## config.mk

```make
export PLATFORM = sky130hd
export DESIGN_NAME = noc_output_arbiter
export DESIGN_NICKNAME = d
export VERILOG_FILES = /design/src/rtl/noc_output_arbiter.sv
export SDC_FILE = /design/constraint.sdc
export NUM_CORES = 1
export LEC_CHECK = 0
export ABC_AREA = 1
export CORE_ASPECT_RATIO = 1.1
export CORE_MARGIN = 8
export CORE_UTILIZATION = 40
export CTS_BUF_LIST = sky130_fd_sc_hd__clkbuf_16
export DETAILED_ROUTE_END_ITERATION = 6
export GPL_ROUTABILITY_DRIVEN = 0
export GPL_TIMING_DRIVEN = 1
export PLACE_DENSITY = 0.78
export SKIP_CTS_REPAIR_TIMING = 1
export SYNTH_ARGS = -nofsm -noshare
export SYNTH_HDL_FRONTEND = slang
export SYNTH_SLANG_ARGS = --single-unit
```

## constraint.sdc

```tcl
create_clock -name clk -period 2.2 [get_ports clk]
set_clock_uncertainty 0.1 [all_clocks]
set_input_delay 0.22 -clock clk [delete_from_list [all_inputs] [get_ports clk]]
set_output_delay 0.22 -clock clk [all_outputs]
set_load 0.005 [all_outputs]
```

## src/rtl/noc_output_arbiter.sv

```systemverilog
// Output-port allocator for a five-input NoC router: round-robin arbitration,
// wormhole locking until the tail flit, and credit-gated forwarding downstream.
module noc_output_arbiter #(
    parameter int NUM_PORTS = 5,
    parameter int DATA_W    = 16,
    parameter int CREDITS   = 4
) (
    input  logic                          clk,
    input  logic                          rst,
    input  logic [NUM_PORTS-1:0]          req_i,
    input  logic [NUM_PORTS-1:0]          tail_i,
    input  logic [NUM_PORTS*DATA_W-1:0]   data_i,
    input  logic                          credit_i,
    output logic [NUM_PORTS-1:0]          pop_o,
    output logic [NUM_PORTS-1:0]          grant_o,
    output logic [DATA_W-1:0]             data_o,
    output logic                          en_o,
    output logic                          credit_err_o
);

    localparam int PTR_W = (NUM_PORTS > 1) ? $clog2(NUM_PORTS) : 1;
    localparam int CNT_W = $clog2(CREDITS + 1);

    typedef enum logic {
        IDLE,
        LOCKED
    } state_t;

    state_t                state;
    state_t                state_nxt;
    logic [PTR_W-1:0]      rr_ptr;
    logic [PTR_W-1:0]      rr_ptr_nxt;
    logic [PTR_W-1:0]      owner;
    logic [PTR_W-1:0]      owner_nxt;
    logic [NUM_PORTS-1:0]  grant_nxt;
    logic [CNT_W-1:0]      credits;
    logic [PTR_W-1:0]      pick;
    logic                  pick_vld;
    logic                  xfer_p0;
    logic                  owner_tail;
    logic                  credit_ovf;
    logic [DATA_W-1:0]     fwd_p0;

    function automatic logic [PTR_W-1:0] wrap_inc(input logic [PTR_W-1:0] p);
        if (int'(p) == NUM_PORTS - 1) begin
            return '0;
        end
        return p + 1'b1;
    endfunction

    // Increment saturates at the ceiling; decrement is only requested when the count is non-zero.
    function automatic logic [CNT_W-1:0] credit_next(input logic [CNT_W-1:0] cnt,
                                                     input logic take,
                                                     input logic give);
        if (take && !give) begin
            return cnt - 1'b1;
        end
        if (give && !take && (cnt != CNT_W'(CREDITS))) begin
            return cnt + 1'b1;
        end
        return cnt;
    endfunction

    // Search order starts at rr_ptr; scanning offsets downward lets the smallest offset win.
    always_comb begin
        int sel;
        sel      = 0;
        pick     = '0;
        pick_vld = 1'b0;
        for (int i = NUM_PORTS - 1; i >= 0; i--) begin
            sel = int'(rr_ptr) + i;
            if (sel >= NUM_PORTS) begin
                sel = sel - NUM_PORTS;
            end
            if (req_i[sel]) begin
                pick     = PTR_W'(sel);
                pick_vld = 1'b1;
            end
        end
    end

    always_comb begin
        fwd_p0 = '0;
        for (int k = 0; k < NUM_PORTS; k++) begin
            if (grant_o[k]) begin
                fwd_p0 = fwd_p0 | data_i[k*DATA_W +: DATA_W];
            end
        end
    end

    assign xfer_p0    = (state == LOCKED) && ((req_i & grant_o) != '0) && (credits != '0);
    assign owner_tail = (tail_i & grant_o) != '0;
    assign pop_o      = xfer_p0 ? grant_o : '0;
    assign credit_ovf = credit_i && !xfer_p0 && (credits == CNT_W'(CREDITS));

    always_comb begin
        state_nxt  = state;
        owner_nxt  = owner;
        grant_nxt  = grant_o;
        rr_ptr_nxt = rr_ptr;
        case (state)
            IDLE: begin
                if (pick_vld) begin
                    state_nxt = LOCKED;
                    owner_nxt = pick;
                    grant_nxt = NUM_PORTS'(1) << pick;
                end
            end
            LOCKED: begin
                if (xfer_p0 && owner_tail) begin
                    state_nxt  = IDLE;
                    grant_nxt  = '0;
                    rr_ptr_nxt = wrap_inc(owner);
                end
            end
            default: begin
                state_nxt = IDLE;
                grant_nxt = '0;
            end
        endcase
    end

    // Stage p0 -> p1: registered link outputs and arbitration state.
    always_ff @(posedge clk or negedge rst) begin
        if (!rst) begin
            state        <= IDLE;
            rr_ptr       <= '0;
            owner        <= '0;
            grant_o      <= '0;
            credits      <= CNT_W'(CREDITS);
            data_o       <= '0;
            en_o         <= 1'b0;
            credit_err_o <= 1'b0;
        end else begin
            state   <= state_nxt;
            rr_ptr  <= rr_ptr_nxt;
            owner   <= owner_nxt;
            grant_o <= grant_nxt;
            credits <= credit_next(credits, xfer_p0, credit_i);
            en_o    <= xfer_p0;
            if (xfer_p0) begin
                data_o <= fwd_p0;
            end
            if (credit_ovf) begin
                credit_err_o <= 1'b1;
            end
        end
    end

endmodule

```

After elaboration in Yosys (flattened, before gate mapping)
Cells that the tools add are included.

Flip-flop bits (word level): 33. Latch bits: 0. Memory bits (writable): 0. ROM bits: 0. Input bits: 93. Output and inout port bits: 28. Logic and storage cells: 113. Memories kept: 0.

Add/subtract/negate cells: 12. $mul: 0. Divide/modulo/power cells: 0. Order comparisons: 10. Equal/unequal tests: 5. Shift-type cells: 1. Muxes and demuxes: 54. Bitwise logic cells: 7. Reduce and logical (&&, ||, !) cells: 16.

Operators by type and width (number): 32-bit by 5-bit less-than comparator with 1-bit output (second input constant) (5); 32-bit two-way mux (5); 16-bit two-way mux (5); 16-bit OR (4); 3-bit two-way mux (11); 1-bit two-way mux (23); 4-bit by 3-bit subtractor with 5-bit output (second input constant) (4); 4-bit by 3-bit >= comparator with 1-bit output (second input constant) (4); 1-bit binary-select mux with 3-bit select (5); 5-bit two-way mux (3); 5-bit bitwise AND (2); 5-bit case mux with 2 select lines (1); 5-bit nonzero test (2); 3-bit by 2-bit adder with 4-bit output (second input constant) (2); 1-bit logical AND (7); 3-bit by 1-bit adder with 3-bit output (second input constant) (2); 3-bit == test (second input constant) (2); 2-bit AND reduction (3); 1-bit by 3-bit left shift with 5-bit output (first input constant) (1); 3-bit by 1-bit adder with 4-bit output (second input constant) (1); 3-bit by 3-bit adder with 4-bit output (second input constant) (1); 3-bit by 3-bit subtractor with 4-bit output (second input constant) (1); 3-bit >= comparator (second input constant) (1); 3-bit != test (second input constant) (1); other kinds (8) (9).

Depth between registers and ports, before layout
Depth after elaboration: 14. Mapped depth: 22. Depth with buffers taken out: 20.

Worst setup path before layout
No wires, ideal clock.

Kind: reg2reg. Start: register rr_ptr[0]. End: register grant_o[1]. Arrival time: 2231 ps. Path slack: -248 ps. Stages on the path, launching flop included: 20. Buffers on the path: 3. Cell sequence: dfrtp_1 -> buf_6 -> inv_4 -> buf_6 -> ha_1 -> buf_4 -> inv_2 -> nand3_1 -> nand2_2 -> nand2_1 -> nand2_1 -> nand3_2 -> nand3_2 -> nand2_1 -> nand3_2 -> nand2_4 -> inv_4 -> nor2_8 -> nand2_1 -> nand2_1.

Cells in the longest elaborated chain, start to end: 14. Elaborated cells between the ends (all ways): 49. Those cells by class: 9 x add/sub; 5 x order compare; 1 x eq/ne; 1 x shift; 32 x mux; 1 x reduce/logical.

RTL lines: start: declaration (line 31) `logic [PTR_W-1:0] rr_ptr;`; start signal: assignment (line 136) `rr_ptr <= rr_ptr_nxt;`; 3-bit by 3-bit adder with 4-bit output (line 71) `sel = int'(rr_ptr) + i;`; 4-bit by 3-bit subtractor with 5-bit output or 4-bit by 3-bit >= comparator with 1-bit output (tied branches) (line 73, 72); 32-bit two-way mux (line 72) `if (sel >= NUM_PORTS) begin`; 1-bit binary-select mux with 3-bit select (line 75) `if (req_i[sel]) begin`; 1-bit two-way mux (implied by the code) (2 in a row) (line 75); 3-bit two-way mux (5 in a row) (line 75); 1-bit by 3-bit left shift with 5-bit output (line 106) `grant_nxt = NUM_PORTS'(1) << pick;`; 5-bit two-way mux (line 103) `if (pick_vld) begin`; 5-bit case mux with 2 select lines (line 101) `case (state)`; end signal: assignment (line 138) `grant_o <= grant_nxt;`; end: declaration (line 15) `output logic [NUM_PORTS-1:0] grant_o,`.

Several ways; a longest one is shown, not always the timed one. The select of a mux whose other input is x is not followed. A chain may end at the register's enable or synchronous reset.

Worst setup path after layout
Start: register rr_ptr[1]. End: register grant_o[0].

Same word-level chain as after synthesis.

==> metrics.md <==
| Metric | Value |
|---|---|
| Status | finished with violations |
| Violated checks | negative setup slack |
| Number of global-route vias before repair | roughly 3800 |
| Post-synth top area share | about a quarter |
| Total wirelength of the detailed-routed design | approximately 12000 um |
| Path class of the lowest-slack min-delay path | input port to async pin |
| Maxcap violations | 0 |
| Starting density of the core | 40.7% |
| Total count of max-transition violations in the final report | 0 |
| FFs w/ async S/R, synth | 100% |
| Adder and majority gate portion of the synthesized area | 7.08% |
| CTS H-tree lvls | 2 |
| Smallest setup slack after layout | -0.259 ns |
| Slowest cell on crit path | sky130_fd_sc_hd__dfrtp_1 |
| Floorplan row count | 33 |
| Delay of the slowest critical-path stage | 0.41 ns |
| Critical path fanouts, max | 6 |
| Total of warnings raised by yosys | 0 |
| Pin count of the biggest net entering global routing | 34 |
| Main combinational cell family by area after synthesis | simple AND/OR/NAND/NOR gates |
| Post-synth EDFFs | 0 |
| Worst rel slew slack | between 70% and 80% |
| Die footprint | roughly 0.011 sq mm |
| Syn_area_per_cell | between 6 and 7 sq um |
| LEAKAGE | 0.00233 uW |
| Highest achievable clock rate | 407 MHz |
| Crit start category | register |
| Layout-stage area growth over the synthesis result | 67.4% |
| Final min period | ~2.5 ns |
| Power per cell area | approximately 350 mW/mm^2 |
| Final worst-path cycle share | 112% |
| Via count normalized by instance count | approximately 5.3 |
| Number of I/O pins | roughly 120 |
| Worst setup slack before clock tree synthesis | -0.251 ns |
| Net count after synthesis | 548 |
| Wire length of the first global-routing pass | 18100 um |
| Worst-Skew Late Latency | approximately 0.28 ns |
| Post-synthesis compound-gate area fraction | approximately a fifth |
| Xor and xnor fraction of the mapped netlist area | approximately 1.4% |
| 1st-pass router iterations | 7 |
| Diodes inserted | 0 |
| TritonCTS buffer count | 5 |
| Number of nets still failing antenna checks after routing | 0 |
| Maximum buffer depth of the clock tree | 2 |
| Post-Synthesis Cell Area | ~0.003 sq mm |
| Clock edge transition at the registers on the reported setup and hold paths | about 0.06 ns |
| Simple logic cell fraction of the synthesized area | between 30% and 40% |
| Library cell with the largest summed area after synthesis | sky130_fd_sc_hd__dfrtp_1 |
| Max VDD drop | 0.325 mV |
| Final-report setup violation count | 14 |
| Proportion of layout cells with a drive suffix above 1 | about a quarter |
| IO buf count | 120 |
| Flop and latch count out of synthesis | 33 |
| Most used flip-flop cell after synthesis | sky130_fd_sc_hd__dfrtp_1 |
| Proportion of synthesized area in mux cells | 0% |
| Cells along the critical path | buf_4, ha_2, buf_4, nand2_1, nand3_2, nand2_2, nand2_1, nand2_1, nand3_2, nand3_2, nand2_1, nand3_2, nand2_4, inv_6, nor2_8, nand2_1, nand2_1 |
| Vertical die dimension | 107 um |
| Worst Max-Slew Pin Slew | 0.410 ns |
| Critical path arrival | ~2.5 ns |
| Wirelength per Cell | around 17 um |
| Largest cells by area after synthesis | sky130_fd_sc_hd__dfrtp_1, sky130_fd_sc_hd__nand2_1, sky130_fd_sc_hd__ha_1 |
| Total routing usage reported by global routing | 21.3% |
| CTS root buffer | sky130_fd_sc_hd__clkbuf_16 |
| Detail Placement HPWL | just over 9000 um |
| Initial DRC Count | a little under 300 |
| DRC violation count after routing | 0 |
| Number of vias in the routed layout | around 3700 |
| Antenna violations before repair | 0 |
| Tightest hold margin | between 0.01 and 0.015 ns |
| Number of hold-slack violations in the final timing report | 0 |
| Cell with the most instances after synthesis | sky130_fd_sc_hd__nand2_1 |
| Family with the most delay on the worst path | simple AND/OR/NAND/NOR gates |
| Count of buffer and inverter cells on the critical path | 3 |
| Clock sink total | 33 |
| Area inside the core boundary | roughly 0.0074 sq mm |
| Remaining global-route overflow | 0 |
| Core occupancy in the finished layout | between 60% and 70% |
| Req. time, crit path | between 2 and 2.5 ns |
| Total number of nets in the final design | between 700 and 800 |
| CTS tree | built |
| Synthesized netlist cell count | 438 |
| Share of the yosys chip area belonging to registers | around 28% |
| CP most frequent cell | sky130_fd_sc_hd__nand2_1 |
| Top cells by count, synth | sky130_fd_sc_hd__nand2_1, sky130_fd_sc_hd__nand3_1, sky130_fd_sc_hd__nor2_1, sky130_fd_sc_hd__inv_1, sky130_fd_sc_hd__dfrtp_1 |
| Chip Width | 98.6 um |
| Count of different cell masters after synthesis | 36 |
| Unrepaired setup endpoints after global routing | true |
| Crit path capture type | register |
| Type of the setup path with the least slack | register to register |
[area by class of cell]
class	count	area, sq um
fill	617	2360
multi-input combinational	343	2090
timing repair buffer	179	1660
sequential	33	830
inverter	45	194
clock buffer	5	125
tap	87	109
clock inverter	3	17.5
timing repair inverter	1	6.26
[through the flow]
stage	cells	power [uW]	TNS (ns)	cell area, sq um
finish	696	1770	-2.81	5030
floorplan	438	836	-1.02	3090
global route	696	1860	-4.36	5030
detailed placement	684	1090	-2.20	4720
global placement	684	1080	-0.962	4720
CTS	692	1780	-3.04	4870
[cell usage in the layout (no fill, tap or decap), types with 2 or more instances in the layout]
master / instances
sky130_fd_sc_hd__a22o_1: 16
sky130_fd_sc_hd__buf_4: 58
sky130_fd_sc_hd__nor2_1: 34
sky130_fd_sc_hd__ha_4: 5
sky130_fd_sc_hd__o21ai_0: 7
sky130_fd_sc_hd__nand3b_1: 2
sky130_fd_sc_hd__nor2_2: 5
sky130_fd_sc_hd__nand2_4: 2
sky130_fd_sc_hd__inv_4: 4
sky130_fd_sc_hd__ha_1: 8
sky130_fd_sc_hd__o221ai_1: 2
sky130_fd_sc_hd__inv_2: 6
sky130_fd_sc_hd__clkinv_2: 2
sky130_fd_sc_hd__nand3_1: 33
sky130_fd_sc_hd__nand4_1: 3
sky130_fd_sc_hd__xor2_1: 2
sky130_fd_sc_hd__ha_2: 4
sky130_fd_sc_hd__inv_1: 33
sky130_fd_sc_hd__dfrtp_1: 30
sky130_fd_sc_hd__a31oi_1: 16
sky130_fd_sc_hd__nand2_1: 122
sky130_fd_sc_hd__o22ai_1: 2
sky130_fd_sc_hd__nor3_1: 3
sky130_fd_sc_hd__o21ai_2: 7
sky130_fd_sc_hd__o21ai_1: 4
sky130_fd_sc_hd__nand3_2: 13
sky130_fd_sc_hd__a21oi_1: 6
sky130_fd_sc_hd__dfrtp_2: 2
sky130_fd_sc_hd__a221oi_1: 17
sky130_fd_sc_hd__clkdlybuf4s50_1: 120
sky130_fd_sc_hd__nand2_2: 22
sky130_fd_sc_hd__clkbuf_16: 5
[where the power goes]
group,switching [uW],internal (uW),total (uW)
Clock,258,414,672
Combinational,171,254,425
Sequential,26.0,646,672
[cell families after synthesis]
logic type	count (synthesis)
AO/OA/AOI/OAI	79
AND/OR/NAND/NOR	243
adder cells (fa/ha/maj)	17
flip-flops	33
XOR/XNOR	4
buffers and inverters	62
[path summary, 6_finish.rpt]
path / startpoint / end / slack, ns / cells past startpoint
hold reg to reg: credit_err_o$_DFFE_PN0P_ / credit_err_o$_DFFE_PN0P_ / 0.38 / 1
setup / recovery: rr_ptr[1]$_DFFE_PN0P_ / grant_o[0]$_DFFE_PN0P_ / -0.26 / 17
setup reg to reg: rr_ptr[1]$_DFFE_PN0P_ / grant_o[0]$_DFFE_PN0P_ / -0.26 / 17
hold / removal: rst / data_o[7]$_DFFE_PN0P_ / 0.01 / 1
max in group asynchronous: rst / credits[2]$_DFFE_PN1P_ / 1.33 / 2
min in group clk: credit_err_o$_DFFE_PN0P_ / credit_err_o$_DFFE_PN0P_ / 0.38 / 1
[flip-flops by register name, indices dropped and copies added (netlist names)]
name	flops
credit_err_o	1
credits	3
data_o	16
en_o	1
grant_o	5
owner	3
rr_ptr	3
state	1
[worst reg2reg max path: cells and delay by family (launching register included)]
family                     cells  cell delay, ns
buffers and inverters          3            0.43
DFF                            1            0.41
adders and majority gates      1            0.21
and+or+nand+nor               13            1.20
[per-layer routing]
layer	part of all wire, %	global-route usage, %
met1	38	23.4
met2	53	39.5
met3	5.5	4.02
met4	3.3	8.12
met5	0	0
Note: power is estimated with default switching activity, not from simulation.
